--- src/rtl/merge_network_ctrl_pkg.sv ---
// rtl/merge_network_ctrl_pkg.sv - shared types, select encodings and key helper for the merge controller
package merge_pkg;

    typedef enum logic [1:0] {
        ST_IDLE    = 2'd0,
        ST_MERGE   = 2'd1,
        ST_DRAIN_A = 2'd2,
        ST_DRAIN_B = 2'd3
    } state_e;

    localparam logic SEL_A = 1'b0;
    localparam logic SEL_B = 1'b1;

    // Upper bounds for the generic key helper; callers zero-extend into these.
    localparam int unsigned MAX_BUNDLE_BITS = 1024;
    localparam int unsigned MAX_KEY_BITS    = 64;

    // Key of the top element (largest in an ascending bundle).
    function automatic logic [MAX_KEY_BITS-1:0] key_of_max(
        input logic [MAX_BUNDLE_BITS-1:0] bundle,
        input int unsigned                data_width,
        input int unsigned                bundle_width,
        input int unsigned                key_width
    );
        logic [MAX_BUNDLE_BITS-1:0] shifted;
        logic [MAX_KEY_BITS-1:0]    mask;
        shifted = bundle >> (data_width * (bundle_width - 1));
        mask    = (key_width >= MAX_KEY_BITS) ? '1
                                              : ((MAX_KEY_BITS'(1) << key_width) - MAX_KEY_BITS'(1));
        return shifted[MAX_KEY_BITS-1:0] & mask;
    endfunction

endpackage

--- src/rtl/merge_network_ctrl_if.sv ---
// rtl/merge_network_ctrl_if.sv - FIFO-head, backpressure and merge-network signals of the controller
interface merge_network_ctrl_if #(
    parameter int unsigned DATA_WIDTH    = 32,
    parameter int unsigned BUNDLE_WIDTH  = 8,
    parameter int unsigned RUN_CNT_WIDTH = 16
);
    logic [DATA_WIDTH*BUNDLE_WIDTH-1:0] i_a_bundle;
    logic                               i_a_empty;
    logic                               i_a_last;
    logic                               o_a_pop;
    logic [DATA_WIDTH*BUNDLE_WIDTH-1:0] i_b_bundle;
    logic                               i_b_empty;
    logic                               i_b_last;
    logic                               o_b_pop;
    logic                               i_stall;
    logic [DATA_WIDTH*BUNDLE_WIDTH-1:0] o_bundle;
    logic                               o_bundle_v;
    logic                               o_bundle_sel;
    logic                               o_bundle_last;
    logic                               o_run_done;
    logic [RUN_CNT_WIDTH-1:0]           o_run_cnt;
    logic                               o_busy;

    modport master (
        output i_a_bundle, i_a_empty, i_a_last, i_b_bundle, i_b_empty, i_b_last, i_stall,
        input  o_a_pop, o_b_pop, o_bundle, o_bundle_v, o_bundle_sel, o_bundle_last,
               o_run_done, o_run_cnt, o_busy
    );

    modport slave (
        input  i_a_bundle, i_a_empty, i_a_last, i_b_bundle, i_b_empty, i_b_last, i_stall,
        output o_a_pop, o_b_pop, o_bundle, o_bundle_v, o_bundle_sel, o_bundle_last,
               o_run_done, o_run_cnt, o_busy
    );
endinterface

--- src/rtl/merge_network_ctrl_bundle_key_cmp.sv ---
// rtl/merge_network_ctrl_bundle_key_cmp.sv - combinational max-key compare of two bundle heads
module bundle_key_cmp
    import merge_pkg::*;
#(
    parameter int unsigned DATA_WIDTH   = 32,
    parameter int unsigned KEY_WIDTH    = 32,
    parameter int unsigned BUNDLE_WIDTH = 8
) (
    input  logic [DATA_WIDTH*BUNDLE_WIDTH-1:0] a_bundle,
    input  logic [DATA_WIDTH*BUNDLE_WIDTH-1:0] b_bundle,
    output logic                               sel_b
);
    logic [MAX_KEY_BITS-1:0] key_a;
    logic [MAX_KEY_BITS-1:0] key_b;

    // Unsigned compare of the largest keys; equal keys favour A.
    always_comb begin
        key_a = key_of_max(MAX_BUNDLE_BITS'(a_bundle), DATA_WIDTH, BUNDLE_WIDTH, KEY_WIDTH);
        key_b = key_of_max(MAX_BUNDLE_BITS'(b_bundle), DATA_WIDTH, BUNDLE_WIDTH, KEY_WIDTH);
        sel_b = (key_a > key_b);
    end
endmodule

--- src/rtl/merge_network_ctrl.sv ---
// rtl/merge_network_ctrl.sv - pop sequencer feeding the bundle merge network from two sorted FWFT runs
module merge_network_ctrl
    import merge_pkg::*;
#(
    parameter int unsigned DATA_WIDTH    = 32,
    parameter int unsigned KEY_WIDTH     = 32,
    parameter int unsigned BUNDLE_WIDTH  = 8,
    parameter int unsigned RUN_CNT_WIDTH = 16
) (
    input  logic                 i_clk,
    input  logic                 i_rst_n,
    merge_network_ctrl_if.slave  bus
);
    state_e state;
    state_e state_n;
    logic   pop_a;
    logic   pop_b;
    logic   pair_end;
    logic   sel_b;
    logic   both_ready;

    bundle_key_cmp #(
        .DATA_WIDTH   (DATA_WIDTH),
        .KEY_WIDTH    (KEY_WIDTH),
        .BUNDLE_WIDTH (BUNDLE_WIDTH)
    ) u_cmp (
        .a_bundle (bus.i_a_bundle),
        .b_bundle (bus.i_b_bundle),
        .sel_b    (sel_b)
    );

    assign both_ready = !bus.i_a_empty && !bus.i_b_empty;

    // Pop decision and next state; stall and emptiness gate the pops in the same cycle.
    always_comb begin
        state_n  = state;
        pop_a    = 1'b0;
        pop_b    = 1'b0;
        pair_end = 1'b0;
        case (state)
            ST_IDLE: begin
                if (both_ready) state_n = ST_MERGE;
            end
            ST_MERGE: begin
                if (both_ready && !bus.i_stall) begin
                    if (sel_b) begin
                        pop_b = 1'b1;
                        if (bus.i_b_last) state_n = ST_DRAIN_A;
                    end else begin
                        pop_a = 1'b1;
                        if (bus.i_a_last) state_n = ST_DRAIN_B;
                    end
                end
            end
            ST_DRAIN_A: begin
                if (!bus.i_a_empty && !bus.i_stall) begin
                    pop_a = 1'b1;
                    if (bus.i_a_last) begin
                        pair_end = 1'b1;
                        state_n  = ST_IDLE;
                    end
                end
            end
            ST_DRAIN_B: begin
                if (!bus.i_b_empty && !bus.i_stall) begin
                    pop_b = 1'b1;
                    if (bus.i_b_last) begin
                        pair_end = 1'b1;
                        state_n  = ST_IDLE;
                    end
                end
            end
            default: state_n = ST_IDLE;
        endcase
    end

    assign bus.o_a_pop = pop_a;
    assign bus.o_b_pop = pop_b;
    assign bus.o_busy  = (state != ST_IDLE);

    // State register; reset aborts any run in progress.
    always_ff @(posedge i_clk or negedge i_rst_n) begin
        if (!i_rst_n) state <= ST_IDLE;
        else          state <= state_n;
    end

    // Registered merge-network drive, one cycle behind the pop; data holds between pops.
    always_ff @(posedge i_clk or negedge i_rst_n) begin
        if (!i_rst_n) begin
            bus.o_bundle      <= '0;
            bus.o_bundle_v    <= 1'b0;
            bus.o_bundle_sel  <= SEL_A;
            bus.o_bundle_last <= 1'b0;
            bus.o_run_done    <= 1'b0;
        end else begin
            bus.o_bundle_v    <= pop_a | pop_b;
            bus.o_bundle_last <= pair_end;
            bus.o_run_done    <= pair_end;
            if (pop_a) begin
                bus.o_bundle     <= bus.i_a_bundle;
                bus.o_bundle_sel <= SEL_A;
            end else if (pop_b) begin
                bus.o_bundle     <= bus.i_b_bundle;
                bus.o_bundle_sel <= SEL_B;
            end
        end
    end

    // Completed run-pair counter, wraps naturally at its width.
    always_ff @(posedge i_clk or negedge i_rst_n) begin
        if (!i_rst_n)      bus.o_run_cnt <= '0;
        else if (pair_end) bus.o_run_cnt <= bus.o_run_cnt + RUN_CNT_WIDTH'(1);
    end
endmodule

--- src/flat_wrapper.sv ---
// flat-port wrapper written by rule: the top's interface ports become plain ports
module merge_network_ctrl_flat import merge_pkg::*;
#(
    parameter int unsigned DATA_WIDTH    = 32,
    parameter int unsigned KEY_WIDTH     = 32,
    parameter int unsigned BUNDLE_WIDTH  = 8,
    parameter int unsigned RUN_CNT_WIDTH = 16
)
  (i_clk, i_rst_n, bus_i_a_bundle, bus_i_a_empty, bus_i_a_last, bus_i_b_bundle, bus_i_b_empty, bus_i_b_last, bus_i_stall, bus_o_a_pop, bus_o_b_pop, bus_o_bundle, bus_o_bundle_v, bus_o_bundle_sel, bus_o_bundle_last, bus_o_run_done, bus_o_run_cnt, bus_o_busy);
  merge_network_ctrl_if #(.DATA_WIDTH(DATA_WIDTH), .BUNDLE_WIDTH(BUNDLE_WIDTH), .RUN_CNT_WIDTH(RUN_CNT_WIDTH)) bus_i ();
  input  logic i_clk;
  input  logic i_rst_n;
  input wire logic [$bits(bus_i.i_a_bundle)-1:0] bus_i_a_bundle;
  input wire logic [$bits(bus_i.i_a_empty)-1:0] bus_i_a_empty;
  input wire logic [$bits(bus_i.i_a_last)-1:0] bus_i_a_last;
  input wire logic [$bits(bus_i.i_b_bundle)-1:0] bus_i_b_bundle;
  input wire logic [$bits(bus_i.i_b_empty)-1:0] bus_i_b_empty;
  input wire logic [$bits(bus_i.i_b_last)-1:0] bus_i_b_last;
  input wire logic [$bits(bus_i.i_stall)-1:0] bus_i_stall;
  output wire logic [$bits(bus_i.o_a_pop)-1:0] bus_o_a_pop;
  output wire logic [$bits(bus_i.o_b_pop)-1:0] bus_o_b_pop;
  output wire logic [$bits(bus_i.o_bundle)-1:0] bus_o_bundle;
  output wire logic [$bits(bus_i.o_bundle_v)-1:0] bus_o_bundle_v;
  output wire logic [$bits(bus_i.o_bundle_sel)-1:0] bus_o_bundle_sel;
  output wire logic [$bits(bus_i.o_bundle_last)-1:0] bus_o_bundle_last;
  output wire logic [$bits(bus_i.o_run_done)-1:0] bus_o_run_done;
  output wire logic [$bits(bus_i.o_run_cnt)-1:0] bus_o_run_cnt;
  output wire logic [$bits(bus_i.o_busy)-1:0] bus_o_busy;
  assign bus_i.i_a_bundle = bus_i_a_bundle;
  assign bus_i.i_a_empty = bus_i_a_empty;
  assign bus_i.i_a_last = bus_i_a_last;
  assign bus_i.i_b_bundle = bus_i_b_bundle;
  assign bus_i.i_b_empty = bus_i_b_empty;
  assign bus_i.i_b_last = bus_i_b_last;
  assign bus_i.i_stall = bus_i_stall;
  assign bus_o_a_pop = bus_i.o_a_pop;
  assign bus_o_b_pop = bus_i.o_b_pop;
  assign bus_o_bundle = bus_i.o_bundle;
  assign bus_o_bundle_v = bus_i.o_bundle_v;
  assign bus_o_bundle_sel = bus_i.o_bundle_sel;
  assign bus_o_bundle_last = bus_i.o_bundle_last;
  assign bus_o_run_done = bus_i.o_run_done;
  assign bus_o_run_cnt = bus_i.o_run_cnt;
  assign bus_o_busy = bus_i.o_busy;
  merge_network_ctrl #(.DATA_WIDTH(DATA_WIDTH), .KEY_WIDTH(KEY_WIDTH), .BUNDLE_WIDTH(BUNDLE_WIDTH), .RUN_CNT_WIDTH(RUN_CNT_WIDTH)) u_core (.i_clk(i_clk), .i_rst_n(i_rst_n), .bus(bus_i));
endmodule
--- config.mk ---
export PLATFORM = sky130hd
export DESIGN_NAME = merge_network_ctrl_flat
export DESIGN_NICKNAME = d
export VERILOG_FILES = /design/src/rtl/merge_network_ctrl_pkg.sv /design/src/rtl/merge_network_ctrl_if.sv /design/src/rtl/merge_network_ctrl_bundle_key_cmp.sv /design/src/rtl/merge_network_ctrl.sv /design/src/flat_wrapper.sv
export SDC_FILE = /design/constraint.sdc
export NUM_CORES = 1
export LEC_CHECK = 0
export ABC_CLOCK_PERIOD_IN_PS = 3240
export CORE_AREA = 10 10 302 304
export CTS_BUF_LIST = sky130_fd_sc_hd__clkbuf_4
export CTS_CLUSTER_DIAMETER = 80
export DETAILED_ROUTE_END_ITERATION = 7
export DIE_AREA = 0 0 312 314
export PLACE_DENSITY = 0.4
export SYNTH_ARGS = -nofsm -noshare
export SYNTH_HDL_FRONTEND = slang
export SYNTH_SLANG_ARGS = --single-unit
--- constraint.sdc ---
create_clock -name i_clk -period 3.24 [get_ports i_clk]
set_clock_uncertainty 0.05 [all_clocks]
set_input_delay 0.648 -clock i_clk [delete_from_list [all_inputs] [get_ports i_clk]]
set_output_delay 0.648 -clock i_clk [all_outputs]
set_load 0.02 [all_outputs]
==> results of run 1 <==
per-layer routing:
layer  vias up  share of wire
met4        14          0.019
met3       104          0.094
met5         -         0.0012
met2       525           0.52
li1       5802              -
met1      6262           0.36
where the power goes:
part,total (mW),leakage [nW],switching (mW),internal (mW)
clock network,3.79,0.681,1.78,2.02
registers,6.15,3.34,0.999,5.15
logic,12.4,8.03,5.19,7.22
flip-flops by register name, indices dropped and copies added, names as in the netlist:
signal,count
u_core.bus.o_bundle,256
u_core.bus.o_bundle_last,1
u_core.bus.o_bundle_sel,1
u_core.bus.o_bundle_v,1
u_core.bus.o_run_cnt,16
u_core.state,2
cell families (layout without fill, tap and decap cells):
group	after synthesis	in the layout
AO/OA/AOI/OAI	44	44
XOR/XNOR	15	15
adder cells (fa/ha/maj)	37	37
buffers and inverters	101	1144
flip-flops	277	277
multiplexers	513	513
other	0	12
AND/OR/NAND/NOR	61	61
what timing repair did:
action / CTS / global route
cloned: 0 / 0
buffers inserted: 10 / 6
hold buffers: 21 / 11
endpoints found under the hold margin: 73 / 11
endpoints found under the setup margin: 2 / 3
pin swaps: 47 / 21
resized for setup: 278 / 53
worst max-delay path by stage:
| stage | to | cells past startpoint | slack (ns) | from |
|---|---|---|---|---|
| finish | bus_o_a_pop | 11 | -0.13 | bus_i_a_bundle[230] |
| global route | bus_o_a_pop | 12 | -0.23 | bus_i_b_bundle[230] |
| CTS | bus_o_a_pop | 12 | -0.06 | bus_i_b_bundle[251] |
| detailed placement | u_core.bus.o_bundle[2] | 13 | -0.94 | bus_i_b_bundle[255] |
| global placement | u_core.bus.o_bundle[2] | 13 | -0.91 | bus_i_b_bundle[255] |
| floorplan | bus_o_a_pop | 11 | 0.03 | bus_i_b_bundle[251] |
cells in the final DEF (no fill, tap or decap), drive strengths merged, types with 3 or more instances in the layout:
| cell type | count |
|---|---|
| clkdlybuf4s50 | 734 |
| mux2 | 511 |
| dfrtp | 277 |
| clkbuf | 157 |
| buf | 157 |
| inv | 44 |
| ha | 37 |
| dlygate4sd3 | 32 |
| a21oi | 18 |
| nand2 | 17 |
| diode | 12 |
| xnor2 | 12 |
| clkinv | 10 |
| nand4 | 9 |
| o21ai | 9 |
| nor2 | 8 |
| and3 | 7 |
| nand3 | 5 |
| o21a | 5 |
| nor3 | 5 |
| xor2 | 3 |
| dlygate4sd2 | 3 |
| nor4 | 3 |
| clkdlybuf4s15 | 3 |
cell type report:
cell class | instances | area, sq um
diodes | 12 | 30.0
clock buffers | 140 | 1050
clock inverters | 14 | 91.3
fillers | 8666 | 57700
inverters | 43 | 181
multi-input cells | 670 | 8180
flip-flops and latches | 277 | 6930
well taps | 1144 | 1430
repair buffers | 947 | 9320
tightest hold or removal path: cells and delay by family:
family | cells | cell delay, ns
muxes | 2 | 0.26
buffers and inverters | 1 | 0.10
==> report_table.html, run 1 <==
<table>
<tr><th>Metric</th><th>Value</th></tr>
<tr><th colspan="2">Setup path</th></tr>
<tr><td>Buffers plus inverters on the worst setup path</td><td>4</td></tr>
<tr><td>Kind of end point of the critical path</td><td>primary output</td></tr>
<tr><td>Required time of the critical path</td><td>between 2 and 3 ns</td></tr>
<tr><td>Kind of critical path</td><td>in2out</td></tr>
<tr><td>Critical Path Source Type</td><td>input pin</td></tr>
<tr><td>FF-to-FF End</td><td>u_core.bus.o_bundle[125]</td></tr>
<tr><td>Number of cells on the worst reg-to-reg path</td><td>12</td></tr>
<tr><td>Critical path peak fanout</td><td>2</td></tr>
<tr><td>R2r setup slk</td><td>between 0.4 and 0.5 ns</td></tr>
<tr><td>Maximum single-stage delay on the critical path</td><td>0.29 ns</td></tr>
<tr><td>FF-to-FF Start</td><td>u_core.state[1]</td></tr>
<tr><td>CP max-delay cell</td><td>sky130_fd_sc_hd__ha_4</td></tr>
<tr><td>Series of cell instances along the critical path</td><td>clkdlybuf4s15_1 -&gt; ha_4 -&gt; nand4_1 -&gt; buf_4 -&gt; nor3_4 -&gt; o21ai_2 -&gt; a311oi_4 -&gt; nor4_4 -&gt; o211ai_4 -&gt; inv_4 -&gt; buf_6</td></tr>
<tr><td>Category of cells accounting for the largest share of critical-path delay</td><td>compound AO/OA/AOI/OAI gates</td></tr>
<tr><td>Arrival time worst endpoint</td><td>approximately 2.7 ns</td></tr>
<tr><th colspan="2">Logic synthesis</th></tr>
<tr><td>Post-Synthesis Net Count</td><td>roughly 1600</td></tr>
<tr><td>Top cells by area in the synthesized netlist</td><td>sky130_fd_sc_hd__dfrtp_1, sky130_fd_sc_hd__mux2_2, sky130_fd_sc_hd__mux2_4, sky130_fd_sc_hd__ha_1, sky130_fd_sc_hd__buf_6</td></tr>
<tr><td>Mapped Avg Cell Area</td><td>14.6 sq um</td></tr>
<tr><td>Share of the synthesized area in compound gates (AO/OA/AOI/OAI)</td><td>0.0191</td></tr>
<tr><td>Number of warnings printed during yosys synthesis</td><td>0</td></tr>
<tr><td>Fraction of synthesized area in multiplexers</td><td>0.425</td></tr>
<tr><td>Post-synth ARST share</td><td>1.00</td></tr>
<tr><td>Combinational family with the most area after synthesis</td><td>multiplexers</td></tr>
<tr><td>Synth Instances</td><td>about 1000</td></tr>
<tr><td>Most frequent cells after synthesis</td><td>sky130_fd_sc_hd__mux2_2, sky130_fd_sc_hd__dfrtp_1, sky130_fd_sc_hd__mux2_4</td></tr>
<tr><td>Synth Flop Type</td><td>sky130_fd_sc_hd__dfrtp_1</td></tr>
<tr><td>Library cell occupying the most area in the post-synthesis netlist</td><td>sky130_fd_sc_hd__dfrtp_1</td></tr>
<tr><td>Number of synthesized register bits</td><td>277</td></tr>
<tr><td>Post-synthesis instance area</td><td>between 15000 and 20000 sq um</td></tr>
<tr><td>Synth Area in Adders</td><td>0.0302</td></tr>
<tr><td>Netlist cell types</td><td>41</td></tr>
<tr><td>Synth Area in XOR/XNOR</td><td>0.00856</td></tr>
<tr><td>Yosys top cell area share</td><td>0.452</td></tr>
<tr><td>Post-synthesis share of cell area spent on and, or, nand and nor gates</td><td>0.0218</td></tr>
<tr><td>Seq/Total Area, Yosys</td><td>0.452</td></tr>
<tr><td>Most frequent cell after synthesis</td><td>sky130_fd_sc_hd__mux2_2</td></tr>
<tr><td>Number of flops mapped to enable cells by yosys</td><td>0</td></tr>
<tr><th colspan="2">Clock tree</th></tr>
<tr><td>CTS Root Cell</td><td>sky130_fd_sc_hd__clkbuf_4</td></tr>
<tr><td>CTS H-tree depth</td><td>3</td></tr>
<tr><td>CTS tree</td><td>done</td></tr>
<tr><td>Cts bufs inserted</td><td>94</td></tr>
<tr><td>Clock Path Buffers</td><td>3</td></tr>
<tr><td>Sinks on Clock Net</td><td>277</td></tr>
<tr><td>Worst-skew pair later-pin latency</td><td>0.85 ns</td></tr>
<tr><td>CTS clock-pin slew for the worst setup and hold paths</td><td>about 0.06 ns</td></tr>
<tr><th colspan="2">Detailed routing</th></tr>
<tr><td>Drt total wl</td><td>between 70 and 80 mm</td></tr>
<tr><td>Number of nets still failing antenna checks after routing</td><td>0</td></tr>
<tr><td>DRC violations left</td><td>0</td></tr>
<tr><td>Via count</td><td>roughly 13000</td></tr>
<tr><td>DRC marker count from the first detailed-route iteration</td><td>370</td></tr>
<tr><td>Pre-Repair DR Iteration Count</td><td>6</td></tr>
<tr><td>Via count normalized by instance count</td><td>a little under 4</td></tr>
<tr><td>Detailed-route wire length per cell</td><td>23.5 um</td></tr>
<tr><th colspan="2">Global route</th></tr>
<tr><td>GR met1 Demand/Resource</td><td>0.150</td></tr>
<tr><td>Gr usage total</td><td>0.149</td></tr>
<tr><td>Met2 usage</td><td>0.273</td></tr>
<tr><td>Initial antenna violation count</td><td>16</td></tr>
<tr><td>Maximum number of pins on one net before global-route repair</td><td>a little under 70</td></tr>
<tr><td>GRT met3 Usage</td><td>0.0727</td></tr>
<tr><td>Most used routing layer</td><td>met2</td></tr>
<tr><td>Global route overflow</td><td>0</td></tr>
<tr><td>Via count of the first global-routing pass</td><td>14400</td></tr>
<tr><td>Wire length of the first global-routing pass</td><td>about 110 mm</td></tr>
<tr><th colspan="2">Timing</th></tr>
<tr><td>Final hold violation count</td><td>0</td></tr>
<tr><td>Worst-margin pin slew</td><td>~0.77 ns</td></tr>
<tr><td>Worst hold slack</td><td>0.146 ns</td></tr>
<tr><td>Unrepaired setup endpoints after global routing</td><td>yes</td></tr>
<tr><td>Count of pins over their slew limit</td><td>0</td></tr>
<tr><td>Highest attainable clock frequency</td><td>between 0.2 and 0.3 GHz</td></tr>
<tr><td>Max_slew headroom</td><td>0.487</td></tr>
<tr><td>Minimum setup slack in the final design</td><td>-0.127 ns</td></tr>
<tr><td>Final sum of negative setup slack</td><td>-0.127 ns</td></tr>
<tr><td>Period utilization</td><td>1.04</td></tr>
<tr><td>Final Setup Violations</td><td>1</td></tr>
<tr><td>Final critical delay including setup and external delays</td><td>approximately 3.4 ns</td></tr>
<tr><th colspan="2">Flow run</th></tr>
<tr><td>Max-cap violations</td><td>0</td></tr>
<tr><th colspan="2">Run status</th></tr>
<tr><td>Violated checks</td><td>negative setup slack</td></tr>
<tr><td>Outcome</td><td>complete, but fails checks</td></tr>
<tr><th colspan="2">Floorplanning</th></tr>
<tr><td>Initial Utilization</td><td>0.181</td></tr>
<tr><td>Die X-Extent</td><td>about 310 um</td></tr>
<tr><td>Row count</td><td>107</td></tr>
<tr><td>Area of the placeable core</td><td>between 80000 and 90000 sq um</td></tr>
<tr><td>IO Pins</td><td>about 800</td></tr>
<tr><td>Die Outline Area</td><td>98000 sq um</td></tr>
<tr><td>Die Y</td><td>about 310 um</td></tr>
<tr><th colspan="2">Worst hold path</th></tr>
<tr><td>Hold Path Cell Cnt</td><td>3</td></tr>
<tr><td>Min-delay src</td><td>bus_i_b_bundle[228]</td></tr>
<tr><td>Hold Crit Endpoint</td><td>u_core.bus.o_bundle[228]</td></tr>
<tr><td>Hold/Removal Path Class</td><td>in2reg</td></tr>
<tr><th colspan="2">Power</th></tr>
<tr><td>Pwr per Cell Area</td><td>a little over 800 nW/um^2</td></tr>
<tr><td>Power consumption</td><td>about 22 mW</td></tr>
<tr><td>Leakage</td><td>roughly 12 nW</td></tr>
<tr><td>Worst IR Drop VDD</td><td>0.413 mV</td></tr>
<tr><th colspan="2">Place</th></tr>
<tr><td>Setup WS pre-CTS</td><td>-0.945 ns</td></tr>
<tr><td>Dpl hpwl</td><td>~61 mm</td></tr>
<tr><td>Total instance count after detailed placement</td><td>around 3000</td></tr>
<tr><td>Area of placed instances</td><td>roughly 25000 sq um</td></tr>
<tr><td>GPL Wtd Cong</td><td>0.821</td></tr>
<tr><td>Port Buffer Count</td><td>797</td></tr>
<tr><th colspan="2">Final layout</th></tr>
<tr><td>Final non-filler cell area</td><td>around 27000 sq um</td></tr>
<tr><td>Post-layout nets</td><td>roughly 2600</td></tr>
<tr><td>Fraction of final layout cells with drive strength greater than 1</td><td>0.424</td></tr>
<tr><td>Final std cells w/o fill</td><td>3247</td></tr>
<tr><td>Relative area change from synthesis to final layout</td><td>77.4%</td></tr>
<tr><td>Final design utilization</td><td>0.321</td></tr>
</table>
(Power assumes the default switching activity.)
==> inputs of run 2 (changes only) <==
Settings changed: SKIP_CTS_REPAIR_TIMING from default to 1.
==> report_table.html, run 2 (synthesis gave the netlist of run 1 again) <==
<table>
<tr><th>Metric</th><th>Value</th></tr>
<tr><th colspan="2">Run status</th></tr>
<tr><td>Outcome</td><td>complete, but fails checks</td></tr>
<tr><td>Violated checks</td><td>negative setup slack</td></tr>
<tr><th colspan="2">Floorplanning</th></tr>
<tr><td>Initial Utilization</td><td>0.181</td></tr>
<tr><td>IO Pins</td><td>approximately 800</td></tr>
<tr><td>Row count</td><td>107</td></tr>
<tr><td>Die X-Extent</td><td>roughly 310 um</td></tr>
<tr><td>Die Y</td><td>roughly 310 um</td></tr>
<tr><td>Area of the placeable core</td><td>roughly 85000 sq um</td></tr>
<tr><td>Die Outline Area</td><td>approximately 98000 sq um</td></tr>
<tr><th colspan="2">Detailed routing</th></tr>
<tr><td>DRC violations left</td><td>0</td></tr>
<tr><td>Detailed-route wire length on metal 1</td><td>27.4 mm</td></tr>
<tr><td>Wire length on met2</td><td>between 30 and 40 mm</td></tr>
<tr><td>Drt total wl</td><td>75.8 mm</td></tr>
<tr><td>Via count normalized by instance count</td><td>3.92</td></tr>
<tr><td>Via count</td><td>about 13000</td></tr>
<tr><td>DRC marker count from the first detailed-route iteration</td><td>339</td></tr>
<tr><td>Detailed-route wire length per cell</td><td>about 24 um</td></tr>
<tr><td>Pre-Repair DR Iteration Count</td><td>4</td></tr>
<tr><td>Highest routed metal layer</td><td>met5</td></tr>
<tr><td>Number of nets still failing antenna checks after routing</td><td>0</td></tr>
<tr><td>Met3 wirelength from detailed routing</td><td>about 7.3 mm</td></tr>
<tr><th colspan="2">Setup path</th></tr>
<tr><td>R2r setup slk</td><td>0.51 ns</td></tr>
<tr><td>Number of cells on the worst reg-to-reg path</td><td>11</td></tr>
<tr><td>Critical Path Source Type</td><td>input pin</td></tr>
<tr><td>Buffers plus inverters on the worst setup path</td><td>7</td></tr>
<tr><td>Kind of end point of the critical path</td><td>primary output</td></tr>
<tr><td>FF-to-FF Start</td><td>u_core.state[1]</td></tr>
<tr><td>Category of cells accounting for the largest share of critical-path delay</td><td>buffers and inverters</td></tr>
<tr><td>Required time of the critical path</td><td>roughly 2.5 ns</td></tr>
<tr><td>FF-to-FF End</td><td>u_core.bus.o_bundle[125]</td></tr>
<tr><td>Series of cell instances along the critical path</td><td>buf_8 -&gt; inv_4 -&gt; ha_4 -&gt; nand4_1 -&gt; buf_6 -&gt; nor4_4 -&gt; inv_1 -&gt; buf_6 -&gt; a311oi_4 -&gt; nor4_4 -&gt; o211ai_4 -&gt; inv_4 -&gt; buf_6</td></tr>
<tr><td>Critical path peak fanout</td><td>4</td></tr>
<tr><td>Crit-path most repeated cell</td><td>sky130_fd_sc_hd__buf_6</td></tr>
<tr><td>Kind of critical path</td><td>in2out</td></tr>
<tr><td>Number of cells on the critical path</td><td>13</td></tr>
<tr><td>Maximum single-stage delay on the critical path</td><td>0.33 ns</td></tr>
<tr><td>CP max-delay cell</td><td>sky130_fd_sc_hd__a311oi_4</td></tr>
<tr><td>Arrival time worst endpoint</td><td>approximately 2.6 ns</td></tr>
<tr><th colspan="2">Global route</th></tr>
<tr><td>Initial antenna violation count</td><td>17</td></tr>
<tr><td>Maximum number of pins on one net before global-route repair</td><td>68</td></tr>
<tr><td>Gr usage total</td><td>0.148</td></tr>
<tr><td>Wire length of the first global-routing pass</td><td>106 mm</td></tr>
<tr><td>Global route overflow</td><td>0</td></tr>
<tr><td>Via count of the first global-routing pass</td><td>14000</td></tr>
<tr><th colspan="2">Timing</th></tr>
<tr><td>Minimum setup slack in the final design</td><td>-0.0853 ns</td></tr>
<tr><td>Final critical delay including setup and external delays</td><td>3.33 ns</td></tr>
<tr><td>Unrepaired setup endpoints after global routing</td><td>yes</td></tr>
<tr><td>Max_slew headroom</td><td>0.486</td></tr>
<tr><td>Final sum of negative setup slack</td><td>-0.0853 ns</td></tr>
<tr><td>Final Setup Violations</td><td>1</td></tr>
<tr><td>Highest attainable clock frequency</td><td>roughly 0.3 GHz</td></tr>
<tr><td>Final hold violation count</td><td>0</td></tr>
<tr><td>Count of pins over their slew limit</td><td>0</td></tr>
<tr><td>Worst-margin pin slew</td><td>about 0.77 ns</td></tr>
<tr><td>Worst hold slack</td><td>0.119 ns</td></tr>
<tr><td>Period utilization</td><td>1.03</td></tr>
<tr><th colspan="2">Final layout</th></tr>
<tr><td>Relative area change from synthesis to final layout</td><td>76.5%</td></tr>
<tr><td>Final design utilization</td><td>0.319</td></tr>
<tr><td>Area of combinational cells with multiple inputs</td><td>around 8000 sq um</td></tr>
<tr><td>Reg area</td><td>6930 sq um</td></tr>
<tr><td>Post-layout nets</td><td>around 2600</td></tr>
<tr><td>Layout filler cell count</td><td>between 8000 and 9000</td></tr>
<tr><td>Top reg by flops</td><td>u_core.bus.o_bundle</td></tr>
<tr><td>Most frequent standard cell in the layout excluding fill and tap cells</td><td>sky130_fd_sc_hd__clkdlybuf4s50_1</td></tr>
<tr><td>Fraction of final layout cells with drive strength greater than 1</td><td>0.407</td></tr>
<tr><td>Leading cell types in the layout, fill and taps excluded</td><td>sky130_fd_sc_hd__clkdlybuf4s50_1, sky130_fd_sc_hd__mux2_2, sky130_fd_sc_hd__dfrtp_1</td></tr>
<tr><td>Flip-flop count of the largest register after layout</td><td>about 260</td></tr>
<tr><td>Regs by FF count</td><td>u_core.bus.o_bundle: 256 flops, u_core.bus.o_run_cnt: 16 flops, u_core.state: 2 flops</td></tr>
<tr><th colspan="2">Clock tree</th></tr>
<tr><td>CTS tree</td><td>done</td></tr>
<tr><td>CTS H-tree depth</td><td>3</td></tr>
<tr><td>CTS clock-pin slew for the worst setup and hold paths</td><td>approximately 0.050 ns</td></tr>
<tr><td>Sinks on Clock Net</td><td>between 200 and 300</td></tr>
<tr><td>Clock Path Buffers</td><td>3</td></tr>
<tr><td>Cts bufs inserted</td><td>94</td></tr>
<tr><td>CTS Root Cell</td><td>sky130_fd_sc_hd__clkbuf_4</td></tr>
<tr><td>Worst-skew pair later-pin latency</td><td>approximately 0.85 ns</td></tr>
<tr><th colspan="2">Worst hold path</th></tr>
<tr><td>Hold Path Cell Cnt</td><td>2</td></tr>
<tr><td>Hold Crit Endpoint</td><td>u_core.bus.o_bundle[231]</td></tr>
<tr><td>Hold/Removal Path Class</td><td>in2reg</td></tr>
<tr><td>Min-delay src</td><td>bus_i_a_bundle[231]</td></tr>
<tr><th colspan="2">Place</th></tr>
<tr><td>Port Buffer Count</td><td>797</td></tr>
<tr><td>GPL Wtd Cong</td><td>~0.8</td></tr>
<tr><td>Setup WS pre-CTS</td><td>-0.945 ns</td></tr>
<tr><td>Dpl hpwl</td><td>61.2 mm</td></tr>
<tr><th colspan="2">Power</th></tr>
<tr><td>Leakage</td><td>12.2 nW</td></tr>
<tr><td>Pwr per Cell Area</td><td>roughly 820 nW/um^2</td></tr>
<tr><td>Worst IR Drop VDD</td><td>0.413 mV</td></tr>
<tr><td>Power consumption</td><td>approximately 22 mW</td></tr>
<tr><th colspan="2">Flow run</th></tr>
<tr><td>Max-cap violations</td><td>0</td></tr>
</table>
==> run 2: cell count changes in the layout (fill, tap and decap cells not counted), moves of 4 or more <==
cell,previous run,this run
sky130_fd_sc_hd__buf_2,19,1
sky130_fd_sc_hd__dlygate4sd3_1,32,17
sky130_fd_sc_hd__dlymetal6s2s_1,1,31
sky130_fd_sc_hd__inv_1,16,22
sky130_fd_sc_hd__inv_2,20,16
sky130_fd_sc_hd__buf_4,96,87
==> run 2: report_power, final <==
part,internal (mW),total (mW),switching (mW)
registers,5.15,6.15,1.00
logic,7.20,12.4,5.18
clock network,2.02,3.79,1.78
total,14.4,22.3,7.96
==> run 2: worst register-to-register path, stage by stage, from the launching register on <==
cell	delay, ns
sky130_fd_sc_hd__dfrtp_1	0.40
sky130_fd_sc_hd__inv_2	0.10
sky130_fd_sc_hd__ha_4	0.16
sky130_fd_sc_hd__inv_4	0.05
sky130_fd_sc_hd__a311o_1	0.30
sky130_fd_sc_hd__a311oi_2	0.32
sky130_fd_sc_hd__nor3_4	0.09
sky130_fd_sc_hd__buf_4	0.17
sky130_fd_sc_hd__buf_12	0.15
sky130_fd_sc_hd__buf_12	0.25
sky130_fd_sc_hd__mux2_4	0.30
sky130_fd_sc_hd__mux2_2	0.27
==> run 2: worst max-delay path by stage <==
stage / startpoint / endpoint / slack (ns)
after floorplan: bus_i_b_bundle[251] / bus_o_a_pop / 0.03
after global placement: bus_i_b_bundle[255] / u_core.bus.o_bundle[2] / -0.91
after detailed placement: bus_i_b_bundle[255] / u_core.bus.o_bundle[2] / -0.94
after global routing: bus_i_b_bundle[234] / bus_o_a_pop / -0.22
after CTS: bus_i_b_bundle[255] / bus_o_b_pop / -0.88
final: bus_i_b_bundle[254] / bus_o_a_pop / -0.09
==> run 2: routing by layer <==
| layer | global-route usage | up-vias |
|---|---|---|
| met5 | 0 | - |
| met4 | 0.0369 | 14 |
| met3 | 0.0709 | 110 |
| met2 | 0.269 | 536 |
| met1 | 0.150 | 6223 |
| li1 | - | 5758 |
==> run 2: area by class of cell <==
type | instances | share of cell area
Clock buffer | 140 | 0.0388
Antenna cell | 13 | 0.00120
Clock inverter | 14 | 0.00337
Sequential cell | 277 | 0.256
Inverter | 43 | 0.00651
Timing Repair Buffer | 922 | 0.341
Tap cell | 1144 | 0.0528
Multi-Input combinational cell | 670 | 0.300
==> run 2: metrics by stage <==
| step | std cells | cell area [sq um] |
|---|---|---|
| floorplan | 1048 | 15400 |
| global placement | 3034 | 25300 |
| detailed placement | 3034 | 25300 |
| CTS | 3188 | 26400 |
| global route | 3218 | 27100 |
| finish | 3223 | 27100 |
==> inputs of run 3 (changes only) <==
Settings changed: CELL_PAD_IN_SITES_DETAIL_PLACEMENT from default to 0, CELL_PAD_IN_SITES_GLOBAL_PLACEMENT from default to 1, CORE_AREA 10 10 302 304 to 10 10 303 305, DIE_AREA 0 0 312 314 to 0 0 313 315, HOLD_SLACK_MARGIN from default to 0.03, PLACE_DENSITY 0.4 to 0.5, SLEW_MARGIN from default to 10.
==> report_table.html, run 3 (synthesis gave the netlist of run 1 again) <==
<table>
<tr><th>Metric</th><th>Value</th></tr>
<tr><th colspan="2">Power</th></tr>
<tr><td>Leakage</td><td>between 10 and 15 nW</td></tr>
<tr><td>Switching Share</td><td>0.353</td></tr>
<tr><td>Worst IR Drop VDD</td><td>between 0.3 and 0.4 mV</td></tr>
<tr><td>Share of power burned in the clock network</td><td>0.182</td></tr>
<tr><td>Int Power</td><td>between 10 and 15 mW</td></tr>
<tr><td>Power consumption</td><td>about 23 mW</td></tr>
<tr><td>Switching power</td><td>between 8 and 9 mW</td></tr>
<tr><td>Relative contribution of combinational cells to total power</td><td>0.547</td></tr>
<tr><td>Pwr per Cell Area</td><td>825 nW/um^2</td></tr>
<tr><td>Proportion of power drawn by flip-flops and latches</td><td>0.271</td></tr>
<tr><th colspan="2">Global route</th></tr>
<tr><td>Wire length of the first global-routing pass</td><td>a little over 100 mm</td></tr>
<tr><td>Maximum number of pins on one net before global-route repair</td><td>59</td></tr>
<tr><td>Gr usage total</td><td>0.143</td></tr>
<tr><td>Global route overflow</td><td>0</td></tr>
<tr><td>Via count of the first global-routing pass</td><td>14100</td></tr>
<tr><td>Initial antenna violation count</td><td>24</td></tr>
<tr><th colspan="2">Final layout</th></tr>
<tr><td>Final non-filler cell area</td><td>roughly 28000 sq um</td></tr>
<tr><td>Relative area change from synthesis to final layout</td><td>79.5%</td></tr>
<tr><td>Fraction of final layout cells with drive strength greater than 1</td><td>0.405</td></tr>
<tr><td>Area of combinational cells with multiple inputs</td><td>about 8200 sq um</td></tr>
<tr><td>Leading cell types in the layout, fill and taps excluded</td><td>sky130_fd_sc_hd__clkdlybuf4s50_1, sky130_fd_sc_hd__mux2_2, sky130_fd_sc_hd__dfrtp_1</td></tr>
<tr><td>Top reg by flops</td><td>u_core.bus.o_bundle</td></tr>
<tr><td>Most frequent standard cell in the layout excluding fill and tap cells</td><td>sky130_fd_sc_hd__clkdlybuf4s50_1</td></tr>
<tr><td>Regs by FF count</td><td>u_core.bus.o_bundle: 256 flops, u_core.bus.o_run_cnt: 16 flops, u_core.state: 2 flops</td></tr>
<tr><td>Layout filler cell count</td><td>8780</td></tr>
<tr><td>Flip-flop count of the largest register after layout</td><td>256</td></tr>
<tr><td>Reg area</td><td>about 6900 sq um</td></tr>
<tr><td>Post-layout nets</td><td>between 2000 and 3000</td></tr>
<tr><td>Final design utilization</td><td>0.321</td></tr>
<tr><th colspan="2">Timing</th></tr>
<tr><td>Unrepaired setup endpoints after global routing</td><td>yes</td></tr>
<tr><td>Final critical delay including setup and external delays</td><td>roughly 3.4 ns</td></tr>
<tr><td>Minimum setup slack in the final design</td><td>-0.141 ns</td></tr>
<tr><td>Period utilization</td><td>1.04</td></tr>
<tr><td>Final Setup Violations</td><td>2</td></tr>
<tr><td>Final sum of negative setup slack</td><td>-0.270 ns</td></tr>
<tr><td>Max_slew headroom</td><td>0.602</td></tr>
<tr><td>Final hold violation count</td><td>0</td></tr>
<tr><td>Count of pins over their slew limit</td><td>0</td></tr>
<tr><td>Worst-margin pin slew</td><td>around 0.60 ns</td></tr>
<tr><td>Highest attainable clock frequency</td><td>between 0.2 and 0.3 GHz</td></tr>
<tr><th colspan="2">Setup path</th></tr>
<tr><td>FF-to-FF End</td><td>u_core.bus.o_bundle[239]</td></tr>
<tr><td>Number of cells on the worst reg-to-reg path</td><td>11</td></tr>
<tr><td>Critical Path Source Type</td><td>input pin</td></tr>
<tr><td>FF-to-FF Start</td><td>u_core.state[1]</td></tr>
<tr><td>Critical path peak fanout</td><td>4</td></tr>
<tr><td>R2r setup slk</td><td>approximately 0.21 ns</td></tr>
<tr><td>Required time of the critical path</td><td>approximately 2.5 ns</td></tr>
<tr><td>Maximum single-stage delay on the critical path</td><td>~0.33 ns</td></tr>
<tr><td>Kind of end point of the critical path</td><td>primary output</td></tr>
<tr><td>Series of cell instances along the critical path</td><td>dlymetal6s2s_1 -&gt; ha_1 -&gt; nand4_1 -&gt; buf_6 -&gt; nor3_4 -&gt; and3_4 -&gt; buf_6 -&gt; a311oi_4 -&gt; nor4_4 -&gt; o211ai_4 -&gt; buf_12 -&gt; clkinv_8 -&gt; buf_12</td></tr>
<tr><td>Kind of critical path</td><td>in2out</td></tr>
<tr><td>CP max-delay cell</td><td>sky130_fd_sc_hd__a311oi_4</td></tr>
<tr><td>Arrival time worst endpoint</td><td>2.68 ns</td></tr>
<tr><th colspan="2">Detailed routing</th></tr>
<tr><td>Via count normalized by instance count</td><td>3.88</td></tr>
<tr><td>DRC violations left</td><td>0</td></tr>
<tr><td>Pre-Repair DR Iteration Count</td><td>5</td></tr>
<tr><td>Number of nets still failing antenna checks after routing</td><td>0</td></tr>
<tr><td>DRC marker count from the first detailed-route iteration</td><td>roughly 500</td></tr>
<tr><td>Drt total wl</td><td>74.6 mm</td></tr>
<tr><td>Detailed-route wire length per cell</td><td>22.8 um</td></tr>
<tr><td>Via count</td><td>12700</td></tr>
<tr><th colspan="2">Worst hold path</th></tr>
<tr><td>Hold/Removal Path Class</td><td>in2reg</td></tr>
<tr><td>Hold Path Cell Cnt</td><td>3</td></tr>
<tr><td>Hold Crit Endpoint</td><td>u_core.bus.o_bundle[237]</td></tr>
<tr><td>Min-delay src</td><td>bus_i_b_bundle[237]</td></tr>
<tr><th colspan="2">Floorplanning</th></tr>
<tr><td>Area of the placeable core</td><td>85900 sq um</td></tr>
<tr><td>Die Outline Area</td><td>98600 sq um</td></tr>
<tr><td>Die X-Extent</td><td>approximately 310 um</td></tr>
<tr><td>Initial Utilization</td><td>0.179</td></tr>
<tr><td>Die Y</td><td>315 um</td></tr>
<tr><td>IO Pins</td><td>~800</td></tr>
<tr><td>Row count</td><td>about 110</td></tr>
<tr><th colspan="2">Place</th></tr>
<tr><td>Port Buffer Count</td><td>797</td></tr>
<tr><td>Setup WS pre-CTS</td><td>-0.863 ns</td></tr>
<tr><td>Area of placed instances</td><td>25100 sq um</td></tr>
<tr><td>GPL Wtd Cong</td><td>about 0.8</td></tr>
<tr><td>Dpl hpwl</td><td>around 59 mm</td></tr>
<tr><th colspan="2">Clock tree</th></tr>
<tr><td>CTS H-tree depth</td><td>3</td></tr>
<tr><td>CTS Root Cell</td><td>sky130_fd_sc_hd__clkbuf_4</td></tr>
<tr><td>CTS tree</td><td>done</td></tr>
<tr><td>Clock Path Buffers</td><td>3</td></tr>
<tr><td>CTS clock-pin slew for the worst setup and hold paths</td><td>~0.06 ns</td></tr>
<tr><td>Sinks on Clock Net</td><td>between 200 and 300</td></tr>
<tr><td>Cts bufs inserted</td><td>93</td></tr>
<tr><td>Worst-skew pair later-pin latency</td><td>0.88 ns</td></tr>
<tr><th colspan="2">Run status</th></tr>
<tr><td>Outcome</td><td>complete, but fails checks</td></tr>
<tr><td>Violated checks</td><td>negative setup slack</td></tr>
<tr><th colspan="2">Flow run</th></tr>
<tr><td>Max-cap violations</td><td>0</td></tr>
</table>
==> run 3: changes by cell type in the layout (fill, tap and decap cells not counted), moves of 6 or more <==
| cell | previous run | this run |
|---|---|---|
| sky130_fd_sc_hd__buf_4 | 87 | 74 |
| sky130_fd_sc_hd__inv_1 | 22 | 14 |
| sky130_fd_sc_hd__clkdlybuf4s50_1 | 735 | 729 |
| sky130_fd_sc_hd__clkbuf_2 | 15 | 24 |
| sky130_fd_sc_hd__dlygate4sd3_1 | 17 | 56 |
| sky130_fd_sc_hd__inv_2 | 16 | 25 |
==> run 3: how the worst max path moves through the flow <==
stage / startpoint / endpoint / slack [ns] / depth (start not counted)
after global routing: u_core.state[1] / bus_o_b_pop / -0.31 / 9
after detailed placement: bus_i_b_bundle[255] / u_core.bus.o_bundle[161] / -0.86 / 12
final: bus_i_a_bundle[236] / bus_o_a_pop / -0.14 / 13
after global placement: bus_i_b_bundle[255] / u_core.bus.o_bundle[157] / -0.78 / 12
after CTS: bus_i_b_bundle[255] / bus_o_a_pop / -0.85 / 12
after floorplan: bus_i_b_bundle[251] / bus_o_a_pop / 0.03 / 11
==> run 3: final cells by class <==
cell class	count	area share
well taps	1155	0.0525
diodes	18	0.00164
flip-flops and latches	277	0.252
clock buffers	144	0.0392
clock inverters	11	0.00581
inverters	43	0.00695
multi-input cells	670	0.296
repair buffers	950	0.346
==> run 3: power groups by stage <==
stage / Combinational (mW) / Clock (mW) / Sequential, mW
4_1_cts: 12.4 / 4.36 / 6.19
6_report: 12.4 / 4.13 / 6.17
5_1_grt: 13.1 / 4.54 / 6.40
3_3_place_gp: 12.3 / 0 / 6.16
2_1_floorplan: 4.72 / 0 / 8.10
3_5_place_dp: 12.4 / 0 / 6.22
==> run 3: per-layer routing <==
| metal | track usage | vias to the layer above | wire (um) |
|---|---|---|---|
| li1 | - | 5824 | - |
| met1 | 0.146 | 6155 | 27500 |
| met2 | 0.251 | 568 | 37500 |
| met3 | 0.0750 | 129 | 7680 |
| met4 | 0.0456 | 18 | 1760 |
| met5 | 0 | - | 101 |
==> run 3: critical path: cells and delay by family <==
family / cells / cell delay (ns)
compound gates: 2 / 0.57
buf+inv: 6 / 0.73
fa+ha+maj: 1 / 0.28
simple gates: 4 / 0.43
==> run 3: metrics by stage <==
stage / cells / hold slack [ns]
floorplan: 1048 / 0.302
global placement: 3022 / 0.419
detailed placement: 3022 / 0.420
CTS: 3177 / -0.452
global route: 3264 / 0.0364
finish: 3268 / 0.151
